==> src/rtl/screen_sequencer_if.sv <==
// screen_sequencer_if
//   Groups the per-stage drawing-unit handshake and the merged pixel bus.
//   master: sequencer side (drives stage_go and the registered pixel bus,
//           receives stage completion and the per-stage pixel streams).
//   slave : drawing-unit / screen-mux side (the mirror image).
// Signals:
//   stage_go    [NUM_STAGES]          one-hot start pulse per stage
//   stage_done  [NUM_STAGES]          one-cycle completion pulse per stage
//   stage_x     [NUM_STAGES*X_W]      packed x, stage i at [i*X_W +: X_W]
//   stage_y     [NUM_STAGES*Y_W]      packed y
//   stage_color [NUM_STAGES*COLOR_W]  packed colour
//   stage_plot  [NUM_STAGES]          per-stage plot strobes
//   x, y, color, plot                 merged registered pixel output
interface screen_sequencer_if #(
  parameter int NUM_STAGES = 2,
  parameter int X_W        = 9,
  parameter int Y_W        = 8,
  parameter int COLOR_W    = 3
);
  logic [NUM_STAGES-1:0]         stage_go;
  logic [NUM_STAGES-1:0]         stage_done;
  logic [NUM_STAGES*X_W-1:0]     stage_x;
  logic [NUM_STAGES*Y_W-1:0]     stage_y;
  logic [NUM_STAGES*COLOR_W-1:0] stage_color;
  logic [NUM_STAGES-1:0]         stage_plot;
  logic [X_W-1:0]                x;
  logic [Y_W-1:0]                y;
  logic [COLOR_W-1:0]            color;
  logic                          plot;

  modport master (
    output stage_go, x, y, color, plot,
    input  stage_done, stage_x, stage_y, stage_color, stage_plot
  );

  modport slave (
    input  stage_go, x, y, color, plot,
    output stage_done, stage_x, stage_y, stage_color, stage_plot
  );
endinterface

==> src/rtl/screen_sequencer.sv <==
// screen_sequencer
//   Full-screen sequencer: on go, starts NUM_STAGES drawing units one after
//   another, muxes the active unit's pixel stream onto a registered plot bus,
//   then holds for HOLD_TICKS pulses of the 60 Hz tick before raising done.
//   done stays high until go drops, so a held go never re-triggers.
// Optional feature (macro SCREEN_SEQ_SKIP_EN): when defined, skip=1 in HOLD
//   ends the hold on the next edge (priority over tick). When undefined,
//   skip is ignored.
// Ports:
//   clk    system clock
//   reset  synchronous, active-high
//   go     level start request, sampled in IDLE
//   tick   one-cycle 60 Hz pulse
//   skip   early hold termination (SCREEN_SEQ_SKIP_EN only)
//   busy   high in RUN or HOLD
//   done   high in DONE
//   bus    screen_sequencer_if.master: stage handshakes and pixel bus
module screen_sequencer #(
  parameter int NUM_STAGES = 2,
  parameter int HOLD_TICKS = 30,
  parameter int X_W        = 9,
  parameter int Y_W        = 8,
  parameter int COLOR_W    = 3
) (
  input  logic clk,
  input  logic reset,
  input  logic go,
  input  logic tick,
  input  logic skip,
  output logic busy,
  output logic done,
  screen_sequencer_if.master bus
);

  localparam int IDX_W = (NUM_STAGES > 1) ? $clog2(NUM_STAGES) : 1;
  // Slot arrays are padded to a power of two so idx can never select
  // outside the array, whatever NUM_STAGES is.
  localparam int SLOTS = 1 << IDX_W;
  localparam int CNT_W = $clog2(HOLD_TICKS + 1);
  localparam logic [IDX_W-1:0] LAST_IDX = IDX_W'(NUM_STAGES - 1);
  localparam logic [CNT_W-1:0] LAST_CNT = CNT_W'(HOLD_TICKS - 1);

  typedef enum logic [1:0] {
    S_IDLE = 2'd0,
    S_RUN  = 2'd1,
    S_HOLD = 2'd2,
    S_DONE = 2'd3
  } state_t;

  state_t                state_reg, state_next;
  logic [IDX_W-1:0]      idx_reg, idx_next;
  logic [CNT_W-1:0]      cnt_reg, cnt_next;
  logic [NUM_STAGES-1:0] stage_go_reg, stage_go_next;
  logic [X_W-1:0]        x_reg;
  logic [Y_W-1:0]        y_reg;
  logic [COLOR_W-1:0]    color_reg;
  logic                  plot_reg;
  logic                  skip_hold;

  // Unpacked per-stage views of the packed input buses.
  logic [X_W-1:0]     x_arr     [SLOTS];
  logic [Y_W-1:0]     y_arr     [SLOTS];
  logic [COLOR_W-1:0] color_arr [SLOTS];
  logic               plot_arr  [SLOTS];
  logic               done_arr  [SLOTS];

  generate
    for (genvar gi = 0; gi < SLOTS; gi++) begin : g_slot
      if (gi < NUM_STAGES) begin : g_used
        assign x_arr[gi]     = bus.stage_x[gi*X_W +: X_W];
        assign y_arr[gi]     = bus.stage_y[gi*Y_W +: Y_W];
        assign color_arr[gi] = bus.stage_color[gi*COLOR_W +: COLOR_W];
        assign plot_arr[gi]  = bus.stage_plot[gi];
        assign done_arr[gi]  = bus.stage_done[gi];
      end else begin : g_pad
        assign x_arr[gi]     = '0;
        assign y_arr[gi]     = '0;
        assign color_arr[gi] = '0;
        assign plot_arr[gi]  = 1'b0;
        assign done_arr[gi]  = 1'b0;
      end
    end
  endgenerate

`ifdef SCREEN_SEQ_SKIP_EN
  assign skip_hold = skip;
`else
  logic unused_skip;
  assign unused_skip = skip;
  assign skip_hold   = 1'b0;
`endif

  // Next-state logic. Only the active stage's done bit is looked at, so
  // stray completion pulses from other stages fall through.
  always_comb begin
    state_next    = state_reg;
    idx_next      = idx_reg;
    cnt_next      = cnt_reg;
    stage_go_next = '0;
    unique case (state_reg)
      S_IDLE: begin
        if (go) begin
          state_next    = S_RUN;
          idx_next      = '0;
          stage_go_next = NUM_STAGES'(1);
        end
      end
      S_RUN: begin
        if (done_arr[idx_reg]) begin
          if (idx_reg == LAST_IDX) begin
            state_next = S_HOLD;
            cnt_next   = '0;
          end else begin
            idx_next      = idx_reg + IDX_W'(1);
            stage_go_next = NUM_STAGES'(1) << (idx_reg + IDX_W'(1));
          end
        end
      end
      S_HOLD: begin
        if (skip_hold) begin
          state_next = S_DONE;
        end else if (tick) begin
          if (cnt_reg == LAST_CNT) begin
            state_next = S_DONE;
          end else begin
            cnt_next = cnt_reg + CNT_W'(1);
          end
        end
      end
      S_DONE: begin
        if (!go) begin
          state_next = S_IDLE;
        end
      end
      default: state_next = S_IDLE;
    endcase
  end

  always_ff @(posedge clk) begin
    if (reset) begin
      state_reg    <= S_IDLE;
      idx_reg      <= '0;
      cnt_reg      <= '0;
      stage_go_reg <= '0;
    end else begin
      state_reg    <= state_next;
      idx_reg      <= idx_next;
      cnt_reg      <= cnt_next;
      stage_go_reg <= stage_go_next;
    end
  end

  // Pixel mux uses the current idx, so on a hand-off cycle the outgoing
  // stage's last pixel still goes out. Outside RUN coordinates hold.
  always_ff @(posedge clk) begin
    if (reset) begin
      x_reg     <= '0;
      y_reg     <= '0;
      color_reg <= '0;
      plot_reg  <= 1'b0;
    end else if (state_reg == S_RUN) begin
      x_reg     <= x_arr[idx_reg];
      y_reg     <= y_arr[idx_reg];
      color_reg <= color_arr[idx_reg];
      plot_reg  <= plot_arr[idx_reg];
    end else begin
      plot_reg  <= 1'b0;
    end
  end

  assign bus.stage_go = stage_go_reg;
  assign bus.x        = x_reg;
  assign bus.y        = y_reg;
  assign bus.color    = color_reg;
  assign bus.plot     = plot_reg;
  assign busy         = (state_reg == S_RUN) || (state_reg == S_HOLD);
  assign done         = (state_reg == S_DONE);

endmodule

==> src/flat_wrapper.sv <==
// flat-port wrapper written by rule: the top's interface ports become plain ports
module screen_sequencer_flat 
#(
  parameter int NUM_STAGES = 2,
  parameter int HOLD_TICKS = 30,
  parameter int X_W        = 9,
  parameter int Y_W        = 8,
  parameter int COLOR_W    = 3
)
  (clk, reset, go, tick, skip, busy, done, bus_stage_go, bus_x, bus_y, bus_color, bus_plot, bus_stage_done, bus_stage_x, bus_stage_y, bus_stage_color, bus_stage_plot);
  screen_sequencer_if #(.NUM_STAGES(NUM_STAGES), .X_W(X_W), .Y_W(Y_W), .COLOR_W(COLOR_W)) bus_i ();
  input  logic clk;
  input  logic reset;
  input  logic go;
  input  logic tick;
  input  logic skip;
  output logic busy;
  output logic done;
  output wire logic [$bits(bus_i.stage_go)-1:0] bus_stage_go;
  output wire logic [$bits(bus_i.x)-1:0] bus_x;
  output wire logic [$bits(bus_i.y)-1:0] bus_y;
  output wire logic [$bits(bus_i.color)-1:0] bus_color;
  output wire logic [$bits(bus_i.plot)-1:0] bus_plot;
  input wire logic [$bits(bus_i.stage_done)-1:0] bus_stage_done;
  input wire logic [$bits(bus_i.stage_x)-1:0] bus_stage_x;
  input wire logic [$bits(bus_i.stage_y)-1:0] bus_stage_y;
  input wire logic [$bits(bus_i.stage_color)-1:0] bus_stage_color;
  input wire logic [$bits(bus_i.stage_plot)-1:0] bus_stage_plot;
  assign bus_stage_go = bus_i.stage_go;
  assign bus_x = bus_i.x;
  assign bus_y = bus_i.y;
  assign bus_color = bus_i.color;
  assign bus_plot = bus_i.plot;
  assign bus_i.stage_done = bus_stage_done;
  assign bus_i.stage_x = bus_stage_x;
  assign bus_i.stage_y = bus_stage_y;
  assign bus_i.stage_color = bus_stage_color;
  assign bus_i.stage_plot = bus_stage_plot;
  screen_sequencer #(.NUM_STAGES(NUM_STAGES), .HOLD_TICKS(HOLD_TICKS), .X_W(X_W), .Y_W(Y_W), .COLOR_W(COLOR_W)) u_core (.clk(clk), .reset(reset), .go(go), .tick(tick), .skip(skip), .busy(busy), .done(done), .bus(bus_i));
endmodule
==> config.mk <==
export PLATFORM = sky130hd
export DESIGN_NAME = screen_sequencer_flat
export DESIGN_NICKNAME = d
export VERILOG_FILES = /design/src/rtl/screen_sequencer_if.sv /design/src/rtl/screen_sequencer.sv /design/src/flat_wrapper.sv
export SDC_FILE = /design/constraint.sdc
export NUM_CORES = 1
export LEC_CHECK = 0
export CELL_PAD_IN_SITES_DETAIL_PLACEMENT = 0
export CELL_PAD_IN_SITES_GLOBAL_PLACEMENT = 2
export CORE_UTILIZATION = 24
export CTS_BUF_LIST = sky130_fd_sc_hd__clkbuf_16
export DETAILED_ROUTE_END_ITERATION = 12
export GPL_ROUTABILITY_DRIVEN = 0
export PLACE_DENSITY = 0.89
export SLEW_MARGIN = 40
export SYNTH_ARGS = -nofsm -noshare
export SYNTH_HDL_FRONTEND = slang
export SYNTH_SLANG_ARGS = --single-unit
==> constraint.sdc <==
create_clock -name clk -period 3.8 [get_ports clk]
set_input_delay 0.57 -clock clk [delete_from_list [all_inputs] [get_ports clk]]
set_output_delay 0.57 -clock clk [all_outputs]
set_load 0.01 [all_outputs]
Word-level counts from Yosys, hierarchy flattened
Cells that the tools add are included.
{"block": "word_totals", "ff_bits": 31, "latch_bits": 0, "ram_bits": 0, "mem_bits_ro": 0, "word_cells": 68, "memories": 0}
{"block": "classes", "addsub": 2, "n_mul": 0, "n_div": 0, "order_cmp": 1, "n_eq_ne": 11, "shifts": 1, "n_mux": 35, "n_bitwise": 2, "n_reduce_logical": 8}
{"op": "9-bit two-way mux", "n": 3}
{"op": "8-bit two-way mux", "n": 3}
{"op": "5-bit two-way mux", "n": 4}
{"op": "2-bit two-way mux", "n": 8}
{"op": "1-bit two-way mux", "n": 10}
{"op": "5-bit case mux with 2 select lines", "n": 1}
{"op": "3-bit two-way mux", "n": 3}
{"op": "2-bit inequality test, second input constant", "n": 4}
{"op": "2-bit case mux with 4 select lines", "n": 1}
{"op": "2-bit by 1-bit inequality test with 1-bit output, second input constant", "n": 3}
{"op": "6-bit AND reduction", "n": 1}
{"op": "5-bit by 1-bit adder with 5-bit output, second input constant", "n": 1}
{"op": "5-bit equality test, second input constant", "n": 1}
{"op": "5-bit AND reduction", "n": 1}
{"op": "2-bit equality test, second input constant", "n": 2}
{"op": "2-bit case mux with 2 select lines", "n": 1}
{"op": "2-bit nonzero test", "n": 2}
{"op": "3-bit AND reduction", "n": 1}
{"op": "2-bit by 1-bit equality test with 1-bit output, second input constant", "n": 1}
{"op": "2-bit >= comparator, second input constant", "n": 1}
{"op": "2-bit logical NOT", "n": 1}
{"op": "1-bit NOT with 2-bit output", "n": 1}
{"op": "1-bit case mux with 2 select lines", "n": 1}
{"op": "2-bit OR reduction", "n": 1}
{"op": "other kinds (4)", "n": 4}

Longest topological paths before layout
Gate-level depths: netlist (run 1).
{"block": "logic_depth", "ltp_word": 6, "ltp_mapped": 6}

Worst setup path before layout (run 1)
No wires, ideal clock.
{"block": "synth_timing", "path_type": "register to register", "startpoint": "register u_core.state_reg[1]", "endpoint": "register u_core.cnt_reg[3]", "arrival_time_ps": 1621, "required_ps": 3705, "path_slack_ps": 2083, "stages_incl_launch_ff": 7, "path_buffers": 1, "period_less_slack_ps": 1717, "path_cell_list": "dfxtp_1 > inv_1 > ha_1 > buf_6 > a21boi_4 > or4_1 > o311ai_1"}
{"block": "synth_between", "elab_chain_len": 3, "word_cells_on_any_way": 9, "classes_between": "eq/ne: 6; mux: 1; reduce/logical: 2"}
{"element": "start: declaration", "line": "screen_sequencer.sv:50", "rtl": "state_t state_reg, state_next;"}
{"element": "start signal: assignment", "line": "screen_sequencer.sv:146", "rtl": "state_reg <= state_next;"}
{"element": "2-bit by 1-bit equality test with 1-bit output / 2-bit equality test (equally long branches)", "line": "screen_sequencer.sv:100", "rtl": "unique case (state_reg)"}
{"element": "2-bit by 1-bit inequality test with 1-bit output (no source line) (tied with other cells)"}
{"element": "5-bit AND reduction (no source line)"}
{"element": "end signal: assignment", "line": "screen_sequencer.sv:148", "rtl": "cnt_reg <= cnt_next;"}
{"element": "end: declaration", "line": "screen_sequencer.sv:52", "rtl": "logic [CNT_W-1:0] cnt_reg, cnt_next;"}
Parallel ways exist; a longest one is shown, timed or not.
A chain may end at the register's enable or synchronous reset.

Worst setup path after layout (run 1)
{"block": "layout_timing", "startpoint": "register u_core.state_reg[1]", "endpoint": "output busy"}
{"block": "layout_between", "elab_chain_len": 2, "word_cells_on_any_way": 3, "classes_between": "eq/ne: 2; reduce/logical: 1"}
{"element": "2-bit by 1-bit equality test with 1-bit output / 2-bit equality test (equally long branches)", "line": "screen_sequencer.sv:176", "rtl": "assign busy = (state_reg == S_RUN) || (state_reg == S_HOLD);"}
{"element": "1-bit logical OR *", "line": "screen_sequencer.sv:176"}
{"element": "end: declaration", "line": "flat_wrapper.sv:17", "rtl": "output logic busy;"}
Every way passes the cells marked *; elsewhere a longest branch is shown, timed or not.

==> impl_results.html, run 1 <==
<table>
<tr><th>Metric</th><th>Value</th></tr>
<tr><th colspan="2">Finish</th></tr>
<tr><td>Final instance count without filler cells</td><td>308</td></tr>
<tr><td>Number of nets in the layout</td><td>288</td></tr>
<tr><td>Antenna diode count</td><td>0</td></tr>
<tr><td>Util after Layout</td><td>41.45%</td></tr>
<tr><td>Area Overhead vs Synth</td><td>62.85%</td></tr>
<tr><td>Max reg flops</td><td>9</td></tr>
<tr><td>Fraction of layout cells with a size suffix above 1</td><td>6.009%</td></tr>
<tr><td>Total non-filler cell area in the finished layout</td><td>0.002512 mm2</td></tr>
<tr><th colspan="2">Route</th></tr>
<tr><td>ANT nets after route</td><td>0</td></tr>
<tr><td>Total wire length after detailed routing</td><td>3924 um</td></tr>
<tr><td>Drt initial violations</td><td>31</td></tr>
<tr><td>Via-per-instance ratio</td><td>4.594</td></tr>
<tr><td>Number of optimization iterations in the first detailed-route pass</td><td>4</td></tr>
<tr><td>DR vias</td><td>1415</td></tr>
<tr><td># DRC</td><td>0</td></tr>
<tr><td>Post-detailed-route wirelength per cell</td><td>12.74 um</td></tr>
<tr><th colspan="2">Clocking</th></tr>
<tr><td># H-tree levels</td><td>2</td></tr>
<tr><td>Buffer type at the clock tree root</td><td>clkbuf_16</td></tr>
<tr><td>Hold bufs inserted after CTS</td><td>0</td></tr>
<tr><td>Post_cts resized</td><td>0</td></tr>
<tr><td>Num Clock Sinks</td><td>31</td></tr>
<tr><td>Maximum buffer depth of the clock tree</td><td>2</td></tr>
<tr><td>Clock-pin slew on the worst setup and hold paths</td><td>50 ps</td></tr>
<tr><td>CTS tree</td><td>yes</td></tr>
<tr><td>Count of buffers added by post-CTS timing repair for setup</td><td>0</td></tr>
<tr><td>CTS Buf Count</td><td>5</td></tr>
<tr><td>Clock latency of the later-clocked register in the worst-skew pair</td><td>270 ps</td></tr>
<tr><th colspan="2">Place</th></tr>
<tr><td>Post-place instance area</td><td>0.002321 mm2</td></tr>
<tr><td>Setup slack at placement</td><td>1572 ps</td></tr>
<tr><td>Number of placed instances, taps included</td><td>300</td></tr>
<tr><td>Count of buffers from port buffering</td><td>72</td></tr>
<tr><td>Placed wire-length estimate after detailed placement</td><td>2750 um</td></tr>
<tr><th colspan="2">Timing</th></tr>
<tr><td>Post-route fraction of the period consumed by the critical path</td><td>57.21%</td></tr>
<tr><td>Endpoints failing hold</td><td>0</td></tr>
<tr><td>Pins over their slew limit</td><td>0</td></tr>
<tr><td>Crit path setup slack, layout</td><td>1626 ps</td></tr>
<tr><td>Measured slew at the worst slew-check pin</td><td>635.6 ps</td></tr>
<tr><td>Maximum clock rate</td><td>0.4600 GHz</td></tr>
<tr><td>Post-Route Skew</td><td>2.335 ps</td></tr>
<tr><td>Final critical-path required period</td><td>2174 ps</td></tr>
<tr><td>Remaining max-slew budget at the tightest pin</td><td>57.49%</td></tr>
<tr><td>Unrepaired setup endpoints after global routing</td><td>false</td></tr>
<tr><td>Setup TNS</td><td>0 ps</td></tr>
<tr><td>Final Setup Violations</td><td>0</td></tr>
<tr><th colspan="2">Yosys</th></tr>
<tr><td>Count of synthesis-stage warnings from yosys</td><td>0</td></tr>
<tr><td>Register bit count reported by yosys</td><td>31</td></tr>
<tr><td>Async set-reset flop share out of synthesis</td><td>0%</td></tr>
<tr><td>Cell type with the largest total area after synthesis</td><td>dfxtp_1</td></tr>
<tr><td>Cell types occupying the most area after synthesis</td><td>dfxtp_1 (40%), mux2i_1 (14%), a211oi_1 (9.7%), ha_1 (5.7%), nor2_1 (5.4%)</td></tr>
<tr><td>Cells after synthesis</td><td>162</td></tr>
<tr><td>Library cell with the highest instance count after synthesis</td><td>dfxtp_1</td></tr>
<tr><td>Synth cell types</td><td>38</td></tr>
<tr><td>Share of synthesized area occupied by flip-flops and latches</td><td>40.23%</td></tr>
<tr><td>Primary FF master, synth</td><td>dfxtp_1</td></tr>
<tr><td>Mean instance size in the synthesized netlist</td><td>9.523 um2</td></tr>
<tr><td>Area share of the largest cell type after synthesis</td><td>40.23%</td></tr>
<tr><td>Most frequent cells after synthesis</td><td>dfxtp_1 (31), nor2_1 (22), mux2i_1 (21)</td></tr>
<tr><td>Number of flops mapped to enable cells by yosys</td><td>0</td></tr>
<tr><td>Post-synthesis instance area</td><td>0.001543 mm2</td></tr>
<tr><td>Post-synth net total</td><td>218</td></tr>
<tr><th colspan="2">Global route</th></tr>
<tr><td>First-pass GRT wire length</td><td>6534 um</td></tr>
<tr><td>Vias in the first global route</td><td>1349</td></tr>
<tr><td>Total overflow reported by the global router</td><td>0</td></tr>
<tr><td>Largest net degree at the start of global routing</td><td>26</td></tr>
<tr><td>Number of antenna violations at the first check in global routing</td><td>0</td></tr>
<tr><td>GRT Total Usage</td><td>12.84%</td></tr>
<tr><th colspan="2">Critical path</th></tr>
<tr><td>Top fanout value on the critical path</td><td>4</td></tr>
<tr><td>CP Data Required Time</td><td>3230 ps</td></tr>
<tr><td>Worst Setup End Kind</td><td>primary output</td></tr>
<tr><td>Total buffers and inverters traversed by the critical path</td><td>2</td></tr>
<tr><td>Capture point of the worst path</td><td>busy</td></tr>
<tr><td>Data arrival at the endpoint of the critical path</td><td>1600 ps</td></tr>
<tr><td>Worst-case reg-to-reg path depth</td><td>5</td></tr>
<tr><td>Total number of cells along the worst setup path</td><td>3</td></tr>
<tr><td>CP max stage cell</td><td>clkdlybuf4s50_1</td></tr>
<tr><td>End of the worst register-to-register path</td><td>u_core.cnt_reg[3]</td></tr>
<tr><td>Launch point of the worst reg-to-reg path</td><td>u_core.state_reg[0]</td></tr>
<tr><td>Top Family by Delay on Critical Path</td><td>buffers and inverters</td></tr>
<tr><td>Crit Path Class</td><td>reg -&gt; out</td></tr>
<tr><td>CP startpoint</td><td>u_core.state_reg[1]</td></tr>
<tr><td>Ordered list of cells on the worst path</td><td>inv_1 &gt; ha_1 &gt; clkdlybuf4s50_1</td></tr>
<tr><td>Crit path launch type</td><td>flop</td></tr>
<tr><td>Delay of the slowest cell on the worst path</td><td>540 ps</td></tr>
<tr><td>Slack of the worst reg-to-reg path</td><td>1800 ps</td></tr>
<tr><th colspan="2">Floorplanning</th></tr>
<tr><td>Die area</td><td>0.006753 mm2</td></tr>
<tr><td>Die height</td><td>82.18 um</td></tr>
<tr><td>Top-level port count</td><td>74</td></tr>
<tr><td>Core region area</td><td>0.006061 mm2</td></tr>
<tr><td>Site Rows</td><td>28</td></tr>
<tr><td>Chip width</td><td>82.18 um</td></tr>
<tr><td>Initial Utilization</td><td>25.45%</td></tr>
<tr><th colspan="2">Run</th></tr>
<tr><td>Max-capacitance violation count</td><td>0</td></tr>
<tr><th colspan="2">Pwr</th></tr>
<tr><td>Max rail drop VDD</td><td>421.6 uV</td></tr>
<tr><td>Leak Pwr</td><td>0.0008847 uW</td></tr>
<tr><td>Power density over the cells</td><td>678.3 mW/mm2</td></tr>
<tr><th colspan="2">Run status</th></tr>
<tr><td>Outcome</td><td>complete, no violations</td></tr>
<tr><th colspan="2">Hold path</th></tr>
<tr><td>Hold path startpoint</td><td>u_core.bus.x[3]</td></tr>
<tr><td>Class of the tightest hold or removal check</td><td>reg -&gt; reg</td></tr>
</table>
-- per-layer routing --
metal / share of wire (%) / global-route usage [%] / vias to the layer above
li1: - / - / 745
met1: 46 / 16.54 / 612
met2: 44 / 19.50 / 54
met3: 8.5 / 4.615 / 4
met4: 0.92 / 4.737 / 0
met5: 0 / 0 / -
-- cells by family (layout without fill, tap and decap cells) --
logic type / Yosys count / count (layout) / share of synthesized area, %
and+or+nand+nor: 44 / 44 / 13.71
adders and majority gates: 7 / 7 / 5.677
muxes: 23 / 23 / 15.08
DFF: 31 / 31 / 40.23
buffers and inverters: 18 / 89 / 5.272
AOI/OAI and AO/OA: 39 / 39 / 20.03
-- through the flow --
stage	total power [uW]	hold WS (ps)
CTS	1729	484.5
finish	1704	481.4
floorplan	894.2	470.9
global route	1842	503.1
detailed placement	1202	477.4
global placement	1198	471.6
-- worst register-to-register path: cells and delay by family (launching register included) --
family / cells / cell delay (ps)
fa+ha+maj: 1 / 350
flops: 1 / 360
compound gates: 1 / 290
simple gates: 2 / 790
buf+inv: 1 / 100
-- power by group --
group | leakage [uW] | switching (uW) | internal (uW) | total, uW
logic | 0.000535 | 338 | 371 | 709
clock network | 0.0000952 | 139 | 373 | 512
registers | 0.000254 | 56.6 | 427 | 484
-- cells in the final DEF (no fill, tap or decap), drive strengths merged, types with 2 or more instances in the layout --
cell type | netlist | layout
nand4 | 2 | 2
nand3 | 2 | 2
dfxtp | 31 | 31
nor3 | 2 | 2
and3 | 2 | 2
a21oi | 3 | 3
nand2 | 5 | 5
bufinv | 0 | 2
nor2 | 22 | 22
o21ai | 2 | 2
ha | 7 | 7
mux2 | 2 | 2
nand2b | 2 | 2
o311ai | 2 | 2
buf | 6 | 3
mux2i | 21 | 21
a211oi | 20 | 20
inv | 6 | 7
clkbuf | 6 | 5
clkdlybuf4s50 | 0 | 72
a311oi | 2 | 2
or2 | 2 | 2
-- how the worst min path moves through the flow --
stage | endpoint | depth (start not counted)
floorplan | u_core.state_reg[1] | 2
global placement | u_core.bus.x[2] | 2
detailed placement | u_core.bus.x[3] | 2
CTS | u_core.bus.x[3] | 2
global route | u_core.bus.y[2] | 2
finish | u_core.bus.x[3] | 2
-- final cells by class --
class | instances | area [um2]
Clock buffer | 5 | 125.1
Clock inverter | 3 | 63.81
Fill cell | 637 | 3548
Inverter | 6 | 22.52
Multi-Input combinational cell | 113 | 843.3
Sequential cell | 31 | 620.6
Tap cell | 75 | 93.84
Timing Repair Buffer | 75 | 743.2
(Power assumes the default switching activity.)
==> inputs of run 2 (changes only) <==
CORE_UTILIZATION = 23   (was 24)
PLACE_DENSITY = 0.86   (was 0.89)
clock period = 2.1 ns   (was 3.8 ns; I/O delays follow)
==> run 2 against run 1 <==
  * The run now ends with DRC left
  * Final area down 0.40%
  * Global-route usage down 1.5 points
  * Via count increased by 1.2%
  * Critical path depth did not move
  * Sequential share of layout area up 0.099 points
  * Combinational power increased by 85%
  * First-iteration DRC count is 29% higher
  * Count of clock-buffer cells in the layout unchanged
  * Largest cell class unchanged
  * Largest power group unchanged
==> impl_results.html, run 2 (synthesis gave the netlist of run 1 again) <==
<table>
<tr><th>Metric</th><th>Value</th></tr>
<tr><th colspan="2">Clocking</th></tr>
<tr><td>Clock latency of the later-clocked register in the worst-skew pair</td><td>270 ps (about the same)</td></tr>
<tr><td># H-tree levels</td><td>2 (unchanged)</td></tr>
<tr><td>Count of buffers added by post-CTS timing repair for setup</td><td>0 (unchanged)</td></tr>
<tr><td>CTS Buf Count</td><td>5 (unchanged)</td></tr>
<tr><td>Post_cts resized</td><td>0 (unchanged)</td></tr>
<tr><td>Hold bufs inserted after CTS</td><td>0 (unchanged)</td></tr>
<tr><td>CTS tree</td><td>yes</td></tr>
<tr><td>Clock-pin slew on the worst setup and hold paths</td><td>50 ps (about the same)</td></tr>
<tr><td>Num Clock Sinks</td><td>31 (unchanged)</td></tr>
<tr><td>Buffer type at the clock tree root</td><td>clkbuf_16</td></tr>
<tr><td>Maximum buffer depth of the clock tree</td><td>2 (unchanged)</td></tr>
<tr><th colspan="2">Global route</th></tr>
<tr><td>First-pass GRT wire length</td><td>6389 um (-2.2%)</td></tr>
<tr><td>Vias in the first global route</td><td>1385 (+2.7%)</td></tr>
<tr><td>GRT Total Usage</td><td>11.32% (-1.5 points)</td></tr>
<tr><td>Number of antenna violations at the first check in global routing</td><td>0 (unchanged)</td></tr>
<tr><td>Largest net degree at the start of global routing</td><td>31 (+19%)</td></tr>
<tr><td>Total overflow reported by the global router</td><td>0 (unchanged)</td></tr>
<tr><th colspan="2">Critical path</th></tr>
<tr><td>Crit Path Class</td><td>reg -&gt; out</td></tr>
<tr><td>CP max stage cell</td><td>clkdlybuf4s50_1</td></tr>
<tr><td>Slack of the worst reg-to-reg path</td><td>320 ps (-1480 ps)</td></tr>
<tr><td>Ordered list of cells on the worst path</td><td>inv_1 &gt; ha_1 &gt; clkdlybuf4s50_1</td></tr>
<tr><td>Data arrival at the endpoint of the critical path</td><td>1560 ps (-40 ps)</td></tr>
<tr><td>Top Family by Delay on Critical Path</td><td>buffers and inverters</td></tr>
<tr><td>Total buffers and inverters traversed by the critical path</td><td>2 (unchanged)</td></tr>
<tr><td>Top fanout value on the critical path</td><td>4 (unchanged)</td></tr>
<tr><td>Worst Setup End Kind</td><td>primary output</td></tr>
<tr><td>CP Data Required Time</td><td>1780 ps (-1450 ps)</td></tr>
<tr><td>Delay of the slowest cell on the worst path</td><td>530 ps (about the same)</td></tr>
<tr><td>Crit path launch type</td><td>flop</td></tr>
<tr><th colspan="2">Route</th></tr>
<tr><td>ANT nets after route</td><td>0 (unchanged)</td></tr>
<tr><td>DRT met1 WL</td><td>1731 um (-4.7%)</td></tr>
<tr><td>Total wire length after detailed routing</td><td>3760 um (-4.2%)</td></tr>
<tr><td>Top sig layer</td><td>met4</td></tr>
<tr><td>DR vias</td><td>1432 (+1.2%)</td></tr>
<tr><td>Post-detailed-route wirelength per cell</td><td>11.94 um (-6.3%)</td></tr>
<tr><td>Drt initial violations</td><td>40 (+29%)</td></tr>
<tr><td>Via-per-instance ratio</td><td>4.546 (-1.0%)</td></tr>
<tr><td># DRC</td><td>5 (+5)</td></tr>
<tr><td>Number of optimization iterations in the first detailed-route pass</td><td>9 (+5)</td></tr>
<tr><td>Routed length on met3</td><td>326 um (-2.4%)</td></tr>
<tr><td>Routed wl met2</td><td>1678 um (-3.3%)</td></tr>
<tr><th colspan="2">Run status</th></tr>
<tr><td>Failing checks</td><td>DRC</td></tr>
<tr><td>Outcome</td><td>finished with violations</td></tr>
<tr><th colspan="2">Timing</th></tr>
<tr><td>Post-Route Skew</td><td>3.579 ps (+1.244 ps)</td></tr>
<tr><td>Unrepaired setup endpoints after global routing</td><td>false</td></tr>
<tr><td>Final critical-path required period</td><td>1875 ps</td></tr>
<tr><td>Final Setup Violations</td><td>0 (unchanged)</td></tr>
<tr><td>Maximum clock rate</td><td>0.5334 GHz</td></tr>
<tr><td>Setup TNS</td><td>0 ps (unchanged)</td></tr>
<tr><td>Endpoints failing hold</td><td>0 (unchanged)</td></tr>
<tr><td>Remaining max-slew budget at the tightest pin</td><td>61.15% (+3.7 points)</td></tr>
<tr><td>Pins over their slew limit</td><td>0 (unchanged)</td></tr>
<tr><td>Measured slew at the worst slew-check pin</td><td>568.1 ps (-67.54 ps)</td></tr>
<tr><td>Post-route fraction of the period consumed by the critical path</td><td>89.27%</td></tr>
<tr><th colspan="2">Finish</th></tr>
<tr><td>Antenna diode count</td><td>0 (unchanged)</td></tr>
<tr><td>Layout filler cell count</td><td>651 (+2.2%)</td></tr>
<tr><td>Total non-filler cell area in the finished layout</td><td>0.002502 mm2 (-0.40%)</td></tr>
<tr><td>Area Overhead vs Synth</td><td>62.21%</td></tr>
<tr><td>Sequential Area</td><td>620.6 um2 (unchanged)</td></tr>
<tr><td>Top library cells by usage in the layout, fill and taps aside</td><td>clkdlybuf4s50_1 (72), dfxtp_1 (31), nor2_1 (22)</td></tr>
<tr><td>Fraction of layout cells with a size suffix above 1</td><td>7.563% (+1.6 points)</td></tr>
<tr><td>Commonest non-fill, non-tap cell in the layout</td><td>clkdlybuf4s50_1</td></tr>
<tr><td>Multi-input combinational cell area</td><td>840.8 um2 (-0.30%)</td></tr>
<tr><td>Max reg flops</td><td>9 (unchanged)</td></tr>
<tr><td>Number of nets in the layout</td><td>293 (+1.7%)</td></tr>
<tr><th colspan="2">Place</th></tr>
<tr><td>Post-place instance area</td><td>0.002361 mm2 (+1.7%)</td></tr>
<tr><td>Count of buffers from port buffering</td><td>72 (unchanged)</td></tr>
<tr><td>Placed wire-length estimate after detailed placement</td><td>2859 um (+4.0%)</td></tr>
<tr><th colspan="2">Floorplanning</th></tr>
<tr><td>Site Rows</td><td>29 (+3.6%)</td></tr>
<tr><td>Chip width</td><td>83.90 um (+2.1%)</td></tr>
<tr><td>Core region area</td><td>0.006422 mm2 (+6.0%)</td></tr>
<tr><td>Top-level port count</td><td>74 (unchanged)</td></tr>
<tr><td>Die area</td><td>0.007039 mm2 (+4.2%)</td></tr>
<tr><td>Die height</td><td>83.90 um (+2.1%)</td></tr>
<tr><td>Initial Utilization</td><td>24.02% (-1.4 points)</td></tr>
<tr><th colspan="2">Pwr</th></tr>
<tr><td>Switching power</td><td>955.9 uW (+79%)</td></tr>
<tr><td>Power density over the cells</td><td>1138 mW/mm2 (+68%)</td></tr>
<tr><td>Cell internal power dissipation</td><td>1891 uW (+61%)</td></tr>
<tr><td>Sequential Power Share</td><td>30.4% (+2.0 points)</td></tr>
<tr><td>Leak Pwr</td><td>0.0008873 uW (+0.29%)</td></tr>
<tr><td>Net switching fraction of the power</td><td>33.58% (+2.3 points)</td></tr>
<tr><td>Proportion of power drawn by the clock network</td><td>23.6% (-6.4 points)</td></tr>
<tr><td>Max rail drop VDD</td><td>404.8 uV (-4.0%)</td></tr>
<tr><td>Part of the power in combinational logic</td><td>45.9% (+4.3 points)</td></tr>
<tr><th colspan="2">Hold path</th></tr>
<tr><td>Class of the tightest hold or removal check</td><td>reg -&gt; reg</td></tr>
<tr><th colspan="2">Run</th></tr>
<tr><td>Max-capacitance violation count</td><td>0 (unchanged)</td></tr>
</table>
run 2: final timing paths:
path / from / end / cells past startpoint
setup reg to reg: u_core.state_reg[1] / u_core.cnt_reg[0] / 6
hold / removal: u_core.bus.color[0] / u_core.bus.color[0] / 2
hold reg to reg: u_core.bus.color[0] / u_core.bus.color[0] / 2
setup / recovery: u_core.state_reg[1] / busy / 3
run 2: stage by stage:
| stage | worst slack [ps] | std cells | hold WS, ps | total power (uW) | util (%) |
|---|---|---|---|---|---|
| 2_1_floorplan | 383.4 | 162 | 458.5 | 1618 | - |
| 3_3_place_gp | 213.8 | 307 | 471.9 | 2189 | 36.76 |
| 3_5_place_dp | 173.5 | 307 | 478.8 | 2203 | 36.76 |
| 4_1_cts | 200.6 | 315 | 485.7 | 2896 | 38.96 |
| 5_1_grt | 144.7 | 315 | 508.4 | 3077 | 38.96 |
| 6_report | 225.2 | 315 | 481.2 | 2847 | 38.96 |
run 2: final cells by class:
class | count | area share (%)
clock buffer | 5 | 5.000
clock inverter | 3 | 0.6500
inverter | 6 | 0.9000
multi-input combinational | 113 | 33.60
sequential | 31 | 24.80
tap | 77 | 3.850
timing repair buffer | 80 | 31.20
run 2: power groups by stage:
stage                     Clock [uW]  Sequential (uW)  Combinational [uW]
after global routing             727              894                1460
after floorplan                    0              948                 670
after detailed placement           0              879                1320
after CTS                        698              870                1330
after global placement             0              875                1310
final                            673              866                1310
run 2: worst min-delay path, delay by kind of cell, from the launching register on:
kind	cells	cell delay, ps
AOI/OAI and AO/OA	1	50
DFF	1	300
and+or+nand+nor	1	80
run 2: per-layer routing:
layer	vias to the layer above	global-route usage (%)
met4	0	3.762
li1	745	-
met2	45	18.55
met1	640	13.29
met5	-	0
met3	2	4.748
==> inputs of run 3 (changes only) <==
SLEW_MARGIN = 20   (was 40)
==> results of run 3 <==
Final layout, timing and power as in run 2 (identical DEF).
